## config.mk

```make
export PLATFORM = sky130hd
export DESIGN_NAME = event_marker_tracker_flat
export DESIGN_NICKNAME = d
export VERILOG_FILES = /design/src/rtl/event_marker_tracker_if.sv /design/src/rtl/event_marker_tracker.sv /design/src/flat_wrapper.sv
export SDC_FILE = /design/constraint.sdc
export NUM_CORES = 1
export LEC_CHECK = 0
export BUFFER_PORTS_ARGS = -buffer_cell sky130_fd_sc_hd__buf_2
export CAP_MARGIN = 40
export CORE_MARGIN = 8
export CORE_UTILIZATION = 35
export CTS_BUF_LIST = sky130_fd_sc_hd__clkbuf_8
export CTS_CLUSTER_SIZE = 20
export DETAILED_ROUTE_END_ITERATION = 7
export PLACE_DENSITY_LB_ADDON = 0.08
export SLEW_MARGIN = 30
export SYNTH_ARGS = -nofsm -noshare
export SYNTH_HDL_FRONTEND = slang
export SYNTH_SLANG_ARGS = --single-unit
```

## constraint.sdc

```tcl
create_clock -name clock -period 5.9 [get_ports clock]
set_input_delay 0 -clock clock [delete_from_list [all_inputs] [get_ports clock]]
set_output_delay 0 -clock clock [all_outputs]
set_load 0.05 [all_outputs]
```

## src/rtl/event_marker_tracker_if.sv

```systemverilog
// Record stream from the marker tracker to a downstream logger.
// The master presents the FIFO head; the slave accepts it with rec_ready.
interface event_marker_tracker_if #(
    parameter int TAINT_W = 32
);
    logic               rec_valid;
    logic               rec_ready;
    logic [2:0]         rec_id;
    logic               rec_commit;
    logic [63:0]        rec_cycle;
    logic [TAINT_W-1:0] rec_delta;

    modport master (
        output rec_valid, rec_id, rec_commit, rec_cycle, rec_delta,
        input  rec_ready
    );

    modport slave (
        input  rec_valid, rec_id, rec_commit, rec_cycle, rec_delta,
        output rec_ready
    );
endinterface

```

## src/rtl/event_marker_tracker.sv

```systemverilog
// Detects debug marker instructions on the ROB enqueue/commit streams, stamps them
// with cycle and taint delta, queues them for a logger and tracks the attack phase.
//
// state    | meaning
// PH_IDLE  | no phase open
// PH_VCTM  | victim phase open
// PH_DELAY | delay phase open
// PH_TEXE  | transient-execution phase open
// PH_LEAK  | leak phase open
module event_marker_tracker #(
    parameter int FIFO_DEPTH = 4,
    parameter int TAINT_W    = 32
) (
    input  logic                   clock,
    input  logic                   reset,
    input  logic                   enq_valid,
    input  logic [31:0]            enq_inst,
    input  logic                   commit_valid,
    input  logic [31:0]            commit_inst,
    input  logic [TAINT_W-1:0]     taint_base,
    input  logic [TAINT_W-1:0]     taint_vnt,
    event_marker_tracker_if.master rec,
    output logic [2:0]             phase,
    output logic                   seq_err,
    output logic [15:0]            drop_count
);

    localparam int AW = $clog2(FIFO_DEPTH);
    localparam int CW = AW + 1;

    typedef enum logic [2:0] {
        PH_IDLE  = 3'd0,
        PH_VCTM  = 3'd1,
        PH_DELAY = 3'd2,
        PH_TEXE  = 3'd3,
        PH_LEAK  = 3'd4
    } phase_e;

    typedef struct packed {
        logic [2:0]         id;
        logic               commit;
        logic [63:0]        cycle;
        logic [TAINT_W-1:0] delta;
    } rec_t;

    rec_t               mem_q [FIFO_DEPTH];
    logic [AW-1:0]      rd_ptr_q, wr_ptr_q;
    logic [CW-1:0]      count_q, count_d;
    logic [63:0]        cycle_q;
    phase_e             phase_q;
    logic               seq_err_q;
    logic [15:0]        drop_q, drop_d;
    logic [TAINT_W-1:0] peak_q;

    logic [TAINT_W-1:0] delta, peak_max;
    logic               enq_det, cmt_det, cmt_start, cmt_end, end_match;
    logic [2:0]         cmt_id;
    phase_e             start_phase, end_phase;
    logic               pop, push_enq, push_cmt;
    logic [CW:0]        free_slots;
    logic [1:0]         n_drop;
    logic [16:0]        drop_sum;
    rec_t               enq_rec, cmt_rec, head;

    function automatic logic is_marker(input logic [31:0] inst);
        return (inst[31:23] == 9'd0) && (inst[19:0] == 20'h02013);
    endfunction

    always_comb begin
        delta     = (taint_base >= taint_vnt) ? (taint_base - taint_vnt) : (taint_vnt - taint_base);
        peak_max  = (delta > peak_q) ? delta : peak_q;

        enq_det   = enq_valid && is_marker(enq_inst);
        cmt_det   = commit_valid && is_marker(commit_inst);
        cmt_id    = commit_inst[22:20];
        cmt_start = cmt_det && !cmt_id[0];
        cmt_end   = cmt_det && cmt_id[0];
        // START 2k and END 2k+1 both refer to phase k+1
        start_phase = phase_e'({1'b0, cmt_id[2:1]} + 3'd1);
        end_phase   = start_phase;
        end_match   = cmt_end && (phase_q == end_phase);

        enq_rec = '{id: enq_inst[22:20], commit: 1'b0, cycle: cycle_q, delta: delta};
        cmt_rec = '{id: cmt_id, commit: 1'b1, cycle: cycle_q,
                    delta: (end_match ? peak_max : delta)};

        // a same-cycle pop frees a slot for this cycle's pushes; enqueue stream wins
        pop        = (count_q != '0) && rec.rec_ready;
        free_slots = (CW+1)'(FIFO_DEPTH) - {1'b0, count_q} + {{CW{1'b0}}, pop};
        push_enq   = enq_det && (free_slots != '0);
        push_cmt   = cmt_det && (free_slots > {{CW{1'b0}}, push_enq});
        count_d    = count_q + CW'(push_enq) + CW'(push_cmt) - CW'(pop);

        n_drop   = {1'b0, enq_det & ~push_enq} + {1'b0, cmt_det & ~push_cmt};
        drop_sum = {1'b0, drop_q} + {15'd0, n_drop};
        drop_d   = drop_sum[16] ? 16'hFFFF : drop_sum[15:0];
    end

    always_ff @(posedge clock) begin
        if (reset) begin
            rd_ptr_q  <= '0;
            wr_ptr_q  <= '0;
            count_q   <= '0;
            cycle_q   <= '0;
            phase_q   <= PH_IDLE;
            seq_err_q <= 1'b0;
            drop_q    <= '0;
            peak_q    <= '0;
        end else begin
            rd_ptr_q <= rd_ptr_q + AW'(pop);
            wr_ptr_q <= wr_ptr_q + AW'(push_enq) + AW'(push_cmt);
            count_q  <= count_d;
            cycle_q  <= cycle_q + 64'd1;
            drop_q   <= drop_d;

            if (cmt_start) begin
                phase_q <= start_phase;
                peak_q  <= delta;
                if (phase_q != PH_IDLE) seq_err_q <= 1'b1;
            end else begin
                if (phase_q != PH_IDLE) peak_q <= peak_max;
                if (cmt_end) begin
                    if (end_match) phase_q   <= PH_IDLE;
                    else           seq_err_q <= 1'b1;
                end
            end
        end
    end

    // storage needs no reset: the outputs are masked while the FIFO is empty
    always_ff @(posedge clock) begin
        if (push_enq) mem_q[wr_ptr_q] <= enq_rec;
        if (push_cmt) mem_q[wr_ptr_q + AW'(push_enq)] <= cmt_rec;
    end

    always_comb begin
        head           = mem_q[rd_ptr_q];
        rec.rec_valid  = (count_q != '0);
        rec.rec_id     = '0;
        rec.rec_commit = 1'b0;
        rec.rec_cycle  = '0;
        rec.rec_delta  = '0;
        if (count_q != '0) begin
            rec.rec_id     = head.id;
            rec.rec_commit = head.commit;
            rec.rec_cycle  = head.cycle;
            rec.rec_delta  = head.delta;
        end
    end

    assign phase      = phase_q;
    assign seq_err    = seq_err_q;
    assign drop_count = drop_q;

endmodule

```

## src/flat_wrapper.sv

```systemverilog
// flat-port wrapper written by rule: the top's interface ports become plain ports
module event_marker_tracker_flat 
#(
    parameter int FIFO_DEPTH = 4,
    parameter int TAINT_W    = 32
)
  (clock, reset, enq_valid, enq_inst, commit_valid, commit_inst, taint_base, taint_vnt, phase, seq_err, drop_count, rec_rec_valid, rec_rec_id, rec_rec_commit, rec_rec_cycle, rec_rec_delta, rec_rec_ready);
  event_marker_tracker_if #(.TAINT_W(TAINT_W)) rec_i ();
  input  logic clock;
  input  logic reset;
  input  logic enq_valid;
  input  logic [31:0] enq_inst;
  input  logic commit_valid;
  input  logic [31:0] commit_inst;
  input  logic [TAINT_W-1:0] taint_base;
  input  logic [TAINT_W-1:0] taint_vnt;
  output logic [2:0] phase;
  output logic seq_err;
  output logic [15:0] drop_count;
  output wire logic [$bits(rec_i.rec_valid)-1:0] rec_rec_valid;
  output wire logic [$bits(rec_i.rec_id)-1:0] rec_rec_id;
  output wire logic [$bits(rec_i.rec_commit)-1:0] rec_rec_commit;
  output wire logic [$bits(rec_i.rec_cycle)-1:0] rec_rec_cycle;
  output wire logic [$bits(rec_i.rec_delta)-1:0] rec_rec_delta;
  input wire logic [$bits(rec_i.rec_ready)-1:0] rec_rec_ready;
  assign rec_rec_valid = rec_i.rec_valid;
  assign rec_rec_id = rec_i.rec_id;
  assign rec_rec_commit = rec_i.rec_commit;
  assign rec_rec_cycle = rec_i.rec_cycle;
  assign rec_rec_delta = rec_i.rec_delta;
  assign rec_i.rec_ready = rec_rec_ready;
  event_marker_tracker #(.FIFO_DEPTH(FIFO_DEPTH), .TAINT_W(TAINT_W)) u_core (.clock(clock), .reset(reset), .enq_valid(enq_valid), .enq_inst(enq_inst), .commit_valid(commit_valid), .commit_inst(commit_inst), .taint_base(taint_base), .taint_vnt(taint_vnt), .rec(rec_i), .phase(phase), .seq_err(seq_err), .drop_count(drop_count));
endmodule
```

# Word-level counts from Yosys, hierarchy flattened
# Memories as Yosys holds them, arrays and structs flattened. A register that Yosys moved wholly into a read port is not among the register bits.
# Index checks and enable logic that the tools add are counted.
# totals
ff_bits,123
ramBits,400
word_cells,78
n_memories,1
# classes
add_sub_neg,14
magnitude_cmp,3
eq_ne,5
muxes,22
bitwise_logic,4
reduce_logical,21
# memory_table
memory,words,word_bits,rd,rd_ports_with_merged_regs,write_ports,line_no,text
u_core.mem_q,4,100,1,1,2,event_marker_tracker.sv:46,rec_t mem_q [FIFO_DEPTH];
# op_table
operator,count
32-bit two-way mux,6
64-bit by 1-bit adder with 64-bit output (second input constant),1
64-bit two-way mux,1
32-bit subtractor,2
20-bit by 14-bit == test with 1-bit output (second input constant),2
32-bit >= comparator,1
32-bit greater-than comparator,1
9-bit zero test,2
16-bit by 2-bit adder with 17-bit output,1
16-bit two-way mux,1
3-bit two-way mux,4
1-bit logical AND,10
1-bit two-way mux,9
2-bit by 1-bit adder with 2-bit output,3
3-bit by 1-bit adder with 3-bit output,2
2-bit nonzero test,3
3-bit nonzero test,2
4-bit by 1-bit adder with 4-bit output,1
4-bit by 1-bit greater-than comparator with 1-bit output,1
4-bit nonzero test,1
3-bit by 3-bit subtractor with 4-bit output (first input constant),1
2-bit by 1-bit adder with 3-bit output (second input constant),1
3-bit == test,1
3-bit AND reduction,1
other kinds (9),11

# Longest topological paths before layout
# Gate-level depths: netlist (run 1).
# logic_depth
depth_word,12
ltp_mapped,27

# Worst setup path before layout (run 1)
# OpenSTA, ideal clock, no wires.
# synth_path
kind,register -> register
from,reg u_core.count_q[1]
to,mem u_core.mem_q[3][0] in the netlist's numbering (enable)
arrival_time_ns,6.264
required_time_ns,5.401
setup_slack_ns,-0.863
path_stages_with_launch,17
path_buffers,3
period_less_slack_ns,6.763
cell_sequence,dfxtp_1 > or3_1 > clkbuf_1 > nand2_1 > ha_1 > inv_1 > ha_1 > or2_2 > a21oi_1 > a21boi_2 > ha_1 > xor2_1 > and3_1 > clkbuf_1 > nor2_1 > clkinv_1 > clkbuf_1
# synth_lines
element,line_no,text
"start, declared",event_marker_tracker.sv:48,"logic [CW-1:0] count_q, count_d;"
"start signal, assigned",event_marker_tracker.sv:112,count_q <= count_d;
"end, declared",event_marker_tracker.sv:46,

==> results of run 1 <==
[how the worst max path moves through the flow]
stage          slack (ns)                       endpoint  cells past startpoint
3_5_place_dp         0.21  u_core.mem_q[3][25]$_DFFE_PP_                     25
3_3_place_gp         0.28  u_core.mem_q[3][20]$_DFFE_PP_                     22
4_1_cts              0.34  u_core.mem_q[3][25]$_DFFE_PP_                     24
2_1_floorplan        0.68   u_core.mem_q[3][0]$_DFFE_PP_                     16
6_report             0.37  u_core.mem_q[1][27]$_DFFE_PP_                     24
5_1_grt           0.00003  u_core.mem_q[3][31]$_DFFE_PP_                     24
[power groups by stage]
stage	Sequential [W]	Combinational, W	Clock, W
4_1_cts	0.00401	0.00428	0.00333
2_1_floorplan	0.00401	0.00307	0
5_1_grt	0.00401	0.00448	0.00349
3_3_place_gp	0.00412	0.00416	0
6_report	0.00400	0.00418	0.00321
3_5_place_dp	0.00408	0.00426	0
[placed cells by master (no fill, tap or decap), drive strengths merged, types with 73 or more instances in the layout]
cell / instances
edfxtp: 396
and2: 353
buf: 350
inv: 206
a21oi: 187
nor2: 160
nand2: 145
dfxtp: 127
ha: 105
clkbuf: 105
mux4: 100
o21a: 73
[sequential cells by signal (all words and copies together), names as in the netlist]
| register | cells |
|---|---|
| u_core.count_q | 3 |
| u_core.peak_q | 32 |
| u_core.rd_ptr_q | 2 |
| u_core.mem_q | 400 |
| u_core.cycle_q | 64 |
| u_core.phase | 3 |
| u_core.drop_count | 16 |
| u_core.wr_ptr_q | 2 |
| u_core.seq_err | 1 |
[repair_timing]
item                       in CTS  in global routing
gates resized for setup         0                  3
hold endpoints to repair       75                  0
hold buffers                   25                  0
setup endpoints to repair       0                142
[stage by stage]
step / worst slack [ns] / hold slack (ns) / total power (W) / cells
after detailed placement: 0.208 / 0.378 / 0.00835 / 3847
after floorplan: 0.676 / 0.185 / 0.00707 / 2586
after global placement: 0.285 / 0.360 / 0.00828 / 3843
after CTS: 0.340 / 0.000840 / 0.0116 / 4045
after global routing: 0.0000306 / 0.0795 / 0.0120 / 4046
final: 0.372 / 0.0724 / 0.0114 / 4048
[critical path: cells and delay by family]
| family | cells | cell delay (ns) |
|---|---|---|
| mux | 1 | 0.28 |
| buf+inv | 6 | 1.79 |
| fa+ha+maj | 2 | 0.58 |
| simple gates | 5 | 0.72 |
| compound gates | 10 | 2.54 |
[kinds of logic after synthesis]
group,count (synthesis),share of synthesized area (%)
AOI/OAI and AO/OA,498,11.2
buffers and inverters,317,4.41
xor gates and xnor gates,95,3.04
muxes,148,9.67
DFF,523,50.0
adders and majority gates,110,4.90
and+or+nand+nor,895,16.7
[layout make-up]
type                    count  area, um2
diodes                      3       7.51
clock inverters            68        330
inverters                 158        613
clock buffers             105       1450
flip-flops and latches    523      14400
fillers                  7902      48000
multi-input cells        1746      13200
well taps                1070       1340
repair buffers            375       2450
[per-layer routing]
metal  wire length, um  part of all wire (%)  global-route usage, %  vias to the layer above
li1                  -                     -                      -                     9959
met1             36600                    44                   22.6                    10100
met2             40300                    49                   30.7                      539
met3              3480                   4.2                   2.42                      108
met4              1810                   2.2                   5.51                        0
met5                 0                     0                      0                        -
==> flow_summary.yaml, run 1 <==
floorplan:
  die_width_um: 303
  die_area_mm2: 0.0919
  die_h_um: 303
  core_mm2: 0.0818
  rows: 105
  io_pins: 254
  initial_utilization_pct: 35.3
synth:
  ys_types: 89
  yosys-top-cells-count: "396 x edfxtp_1, 353 x and2_1, 185 x a21oi_1"
  synth_edf_count: 396
  async_flop_share_pct: 0
  syn_area_mm2: 0.0289
  syn_area_per_cell_um2: 11.2
  postSynthCellCount: 2586
  yosys_register_bits: 523
  synth_nets: 2829
  ys_seq_area_share_pct: 50.0
  synth.area.top_cells: "edfxtp_1 41%, dfxtp_1 8.8%, mux4_2 7.8%"
  synth_top_area_share_pct: 41.2
  synth_warnings: 0
  yosysTopAreaCell: "edfxtp_1"
  yosys.cell_count.top_type: "edfxtp_1"
  ys_dominant_reg_cell: "edfxtp_1"
timing:
  layout_min_cycle_time_ns: 5.53
  max_freq_mhz: 181
  hold_viol: 0
  worstMarginPinSlew_ns: 0.818
  rsz0062_at_grt: "no"
  fin_skew_ns: 0.0306
  maxSlewViolCount: 0
  slew_headroom_pct: 45.5
  tns_ns: 0
  finalCritPeriodShare_pct: 93.7
  setup_viol: 0
place:
  dp_hpwl_um: 56300
  port_buffers: 253
  placed_area_mm2: 0.0318
  gp_congestion: 0.884
clock_tree:
  post_cts_buffers: 0
  insertion_delay_ns: 0.67
  clock-sinks: 523
  clkSlewWorstSetupHoldPaths_ns: 0.06
  cts_root_buf: "clkbuf_8"
  cts_tree: "done"
  cts_buffers: 93
  clk_path_buf_depth: 3
  htree_levels: 3
grt:
  grt_pass1_wl_um: 126000
  grt_max_degree: 77
  track_usage_pct: 17.6
  grt_antenna_before_repair: 3
  grt-ovfl-total: 0
  grt_pass1_vias: 21700
power:
  combPwrFrac_pct: 36.7
  internal_power_w: 0.00694
  clockPowerShare_pct: 28.2
  switchingPower_w: 0.00445
  leakage_nw: 12.3
  seq_power_share_pct: 35.2
  power_density_mw_per_mm2: 337
  swShare_pct: 39.1
  ir_worst_vdd_mv: 0.385
setup_path:
  crit_type: "input port to flop"
  path_cells: "dlygate4sd3_1 -> buf_2 -> ha_1 -> dlygate4sd3_1 -> buf_4 -> a21oi_1 -> nand3_1 -> a31oi_1 -> nor2_1 -> a21o_1 -> a2111o_1 -> nand3_1 -> nand2_1 -> ha_1 -> a21o_1 -> a21o_1 -> a2111oi_0 -> o221ai_1 -> a21oi_1 -> o211ai_1 -> buf_4 -> nand2b_1 -> buf_12 -> mux2_2"
  critical_path.max_fanout: 27
  r2r-end: "u_core.mem_q[3][77]$_DFFE_PP_"
  arrival_ns: 5.93
  rrSetupSlack_ns: 1.39
  cp-end-kind: "flop"
  crit_top_cell: "a21o_1"
  cp_data_required_time_ns: 6.30
  max_stage_delay_ns: 0.56
  setup.worst_path.start_class: "input port"
  reg2reg_depth: 14
  startpoint: "taint_vnt[18]"
  cpMaxStageDelayCell: "dlygate4sd3_1"
  r2r-start: "u_core.count_q[2]$_SDFF_PP0_"
final_layout:
  finish.utilization_pct: 41.3
  design_area_mm2: 0.0338
  drive_gt1_share_pct: 22.0
  syn_to_final_growth_pct: 17.3
  fin_nets: 3140
route:
  first_iter_violations: 1286
  via_per_inst: 5.12
  drcViolationCount: 0
  dr.pass1.iters: 5
  avgRoutedWirePerCell_um: 20.3
  vias: 20700
  ant_nets: 0
  wirelength_um: 82200
min_path:
  holdCritPathClass: "input port to flop"
  hold_depth: 4
  min_to: "u_core.peak_q[3]$_SDFFE_PP0P_"
  hp-start: "taint_base[2]"
status:
  status: "complete, no violations"
job:
  cap_violations: 0
Note: power is estimated with default switching activity, not from simulation.
==> run 2: changes to the inputs <==
==> constraint.sdc (replaced) <==
create_clock -name clock -period 5.54 [get_ports clock]
set_input_delay 0 -clock clock [delete_from_list [all_inputs] [get_ports clock]]
set_output_delay 0 -clock clock [all_outputs]
set_load 0.05 [all_outputs]
==> run 2 against run 1 <==
  * First-iteration DRC count decreased by 1.2%
  * Global-route usage about the same
  * Register-to-register slack worse by 0.29 ns
  * Sequential power increased by 6.0%
  * Critical path depth fell by 1
  * Core utilization is 0.28 points higher
  * Critical path type unchanged
  * Count of clock-buffer cells in the layout down 4
==> flow_summary.yaml, run 2 (synthesis results as in run 1) <==
timing:
  finalCritPeriodShare_pct: 94.6
  worstMarginPinSlew_ns: 0.809
  fin_skew_ns: 0.0268
  setup_viol: 0
  hold_ws_ns: 0.0927
  hold_viol: 0
  slew_headroom_pct: 46.1
  layout_min_cycle_time_ns: 5.24
  maxSlewViolCount: 0
  max_freq_mhz: 191
route:
  avgRoutedWirePerCell_um: 20.2
  ant_nets: 0
  wl_met3_um: 3800
  top_layer_used: "met4"
  vias: 20900
  wirelength_um: 82400
  via_per_inst: 5.12
  drcViolationCount: 0
  dr.pass1.iters: 5
  met2_length_um: 40200
  wl_met1_um: 36100
  first_iter_violations: 1270
power:
  power_density_mw_per_mm2: 358
  ir_worst_vdd_mv: 0.404
  finalPower_w: 0.0122
  leakage_nw: 12.4
setup_path:
  arrival_ns: 5.64
  cpMaxStageDelayCell: "dlygate4sd3_1"
  path_cells: "dlygate4sd3_1 -> buf_2 -> ha_1 -> dlygate4sd3_1 -> buf_4 -> and2_1 -> and3_1 -> and4_1 -> a31oi_1 -> nand3_1 -> nand3_1 -> a32oi_1 -> xnor2_2 -> inv_1 -> ha_1 -> nand4_1 -> or2_1 -> nor4_2 -> a21oi_1 -> o211ai_1 -> nand2b_4 -> buf_12 -> mux2_2"
  cp_data_required_time_ns: 5.94
  setup.worst_path.start_class: "input port"
  max_stage_delay_ns: 0.56
  cp-end-kind: "flop"
  critical_path.max_fanout: 27
  crit_type: "input port to flop"
grt:
  grt_pass1_vias: 21800
  track_usage_pct: 17.6
  grt-ovfl-total: 0
  grt_max_degree: 74
  grt_antenna_before_repair: 2
  grt_pass1_wl_um: 126000
final_layout:
  design_area_mm2: 0.0341
  fin_nets: 3171
  syn_to_final_growth_pct: 18.0
  top_register: "u_core.mem_q"
  reg.largest.list: "u_core.mem_q (400), u_core.cycle_q (64), u_core.peak_q (32)"
  finish.utilization_pct: 41.6
  stdcell_count: 4078
  drive_gt1_share_pct: 22.9
  layout_common_cells: "396 x edfxtp_1, 353 x and2_1, 253 x buf_2, 193 x inv_1, 184 x a21oi_1"
  layout_commonest_cell: "edfxtp_1"
  largest_reg_flops: 400
place:
  gp_congestion: 0.880
  port_buffers: 253
  placed_area_mm2: 0.0320
  dp_hpwl_um: 57000
  dp_cells: 3876
clock_tree:
  clkSlewWorstSetupHoldPaths_ns: 0.06
  cts_tree: "done"
  htree_levels: 3
  insertion_delay_ns: 0.66
  cts_buffers: 93
  clk_path_buf_depth: 3
  clock-sinks: 523
  cts_root_buf: "clkbuf_8"
floorplan:
  core_mm2: 0.0818
  rows: 105
  die_h_um: 303
  die_area_mm2: 0.0919
  initial_utilization_pct: 35.3
  io_pins: 254
  die_width_um: 303
min_path:
  holdCritPathClass: "input port to flop"
job:
  cap_violations: 0
status:
  status: "complete, no violations"
[run 2: cell count changes in the layout (fill, tap and decap cells not counted), sizes merged]
cell / change
buf: +31
clkinv: +9
clkbuf: -4
inv: -4
diode: -2
bufinv: +1
clkinvlp: -1
[run 2: worst max-delay path, delay by kind of cell]
family,cells,cell delay [ns]
buffers and inverters,6,1.66
adders and majority gates,2,0.58
AOI/OAI and AO/OA,4,0.91
and+or+nand+nor,9,1.89
xor gates and xnor gates,1,0.23
muxes,1,0.36
[run 2: final timing paths]
check                                   start                               end  slack (ns)  depth (start not counted)
min                             taint_vnt[31]    u_core.peak_q[31]$_SDFFE_PP0P_        0.09                          5
max                             taint_vnt[18]     u_core.mem_q[1][31]$_DFFE_PP_        0.30                         23
max reg2reg      u_core.count_q[2]$_SDFF_PP0_     u_core.mem_q[3][17]$_DFFE_PP_        1.10                         16
min reg2reg  u_core.mem_q[0][96]$_SDFFE_PP1P_  u_core.mem_q[0][96]$_SDFFE_PP1P_        0.44                          2
[run 2: repair_timing]
item	CTS	global route
endpoints found under the setup margin	0	154
buffers inserted	0	2
endpoints found under the hold margin	82	0
hold buffers	25	0
resized for setup	0	14
[run 2: routing by layer]
layer  vias up  global-route usage, %
met5         -                      0
met4         0                   6.00
met3       128                   2.65
met2       554                   30.4
met1     10200                   22.5
li1      10000                      -
[run 2: cell type report]
type	instances	area, um2
diodes	1	2.50
clock buffers	101	1390
clock inverters	73	375
fillers	7929	47800
inverters	158	613
multi-input cells	1746	13200
flip-flops and latches	523	14400
well taps	1070	1340
repair buffers	406	2660
[run 2: metrics by stage]
step                      setup WS, ns  setup TNS [ns]
after floorplan                  0.316               0
after global placement         -0.0893           -1.55
after detailed placement       -0.0793           -1.21
after CTS                        0.177               0
after global routing           -0.0435          -0.420
final                            0.300               0
[run 2: power breakdown]
group,switching [W],leakage (nW),internal (W)
Clock,0.00164,1.05,0.00178
Combinational,0.00305,7.33,0.00146
Sequential,0.0000638,4.04,0.00418
Total,0.00476,12.4,0.00742
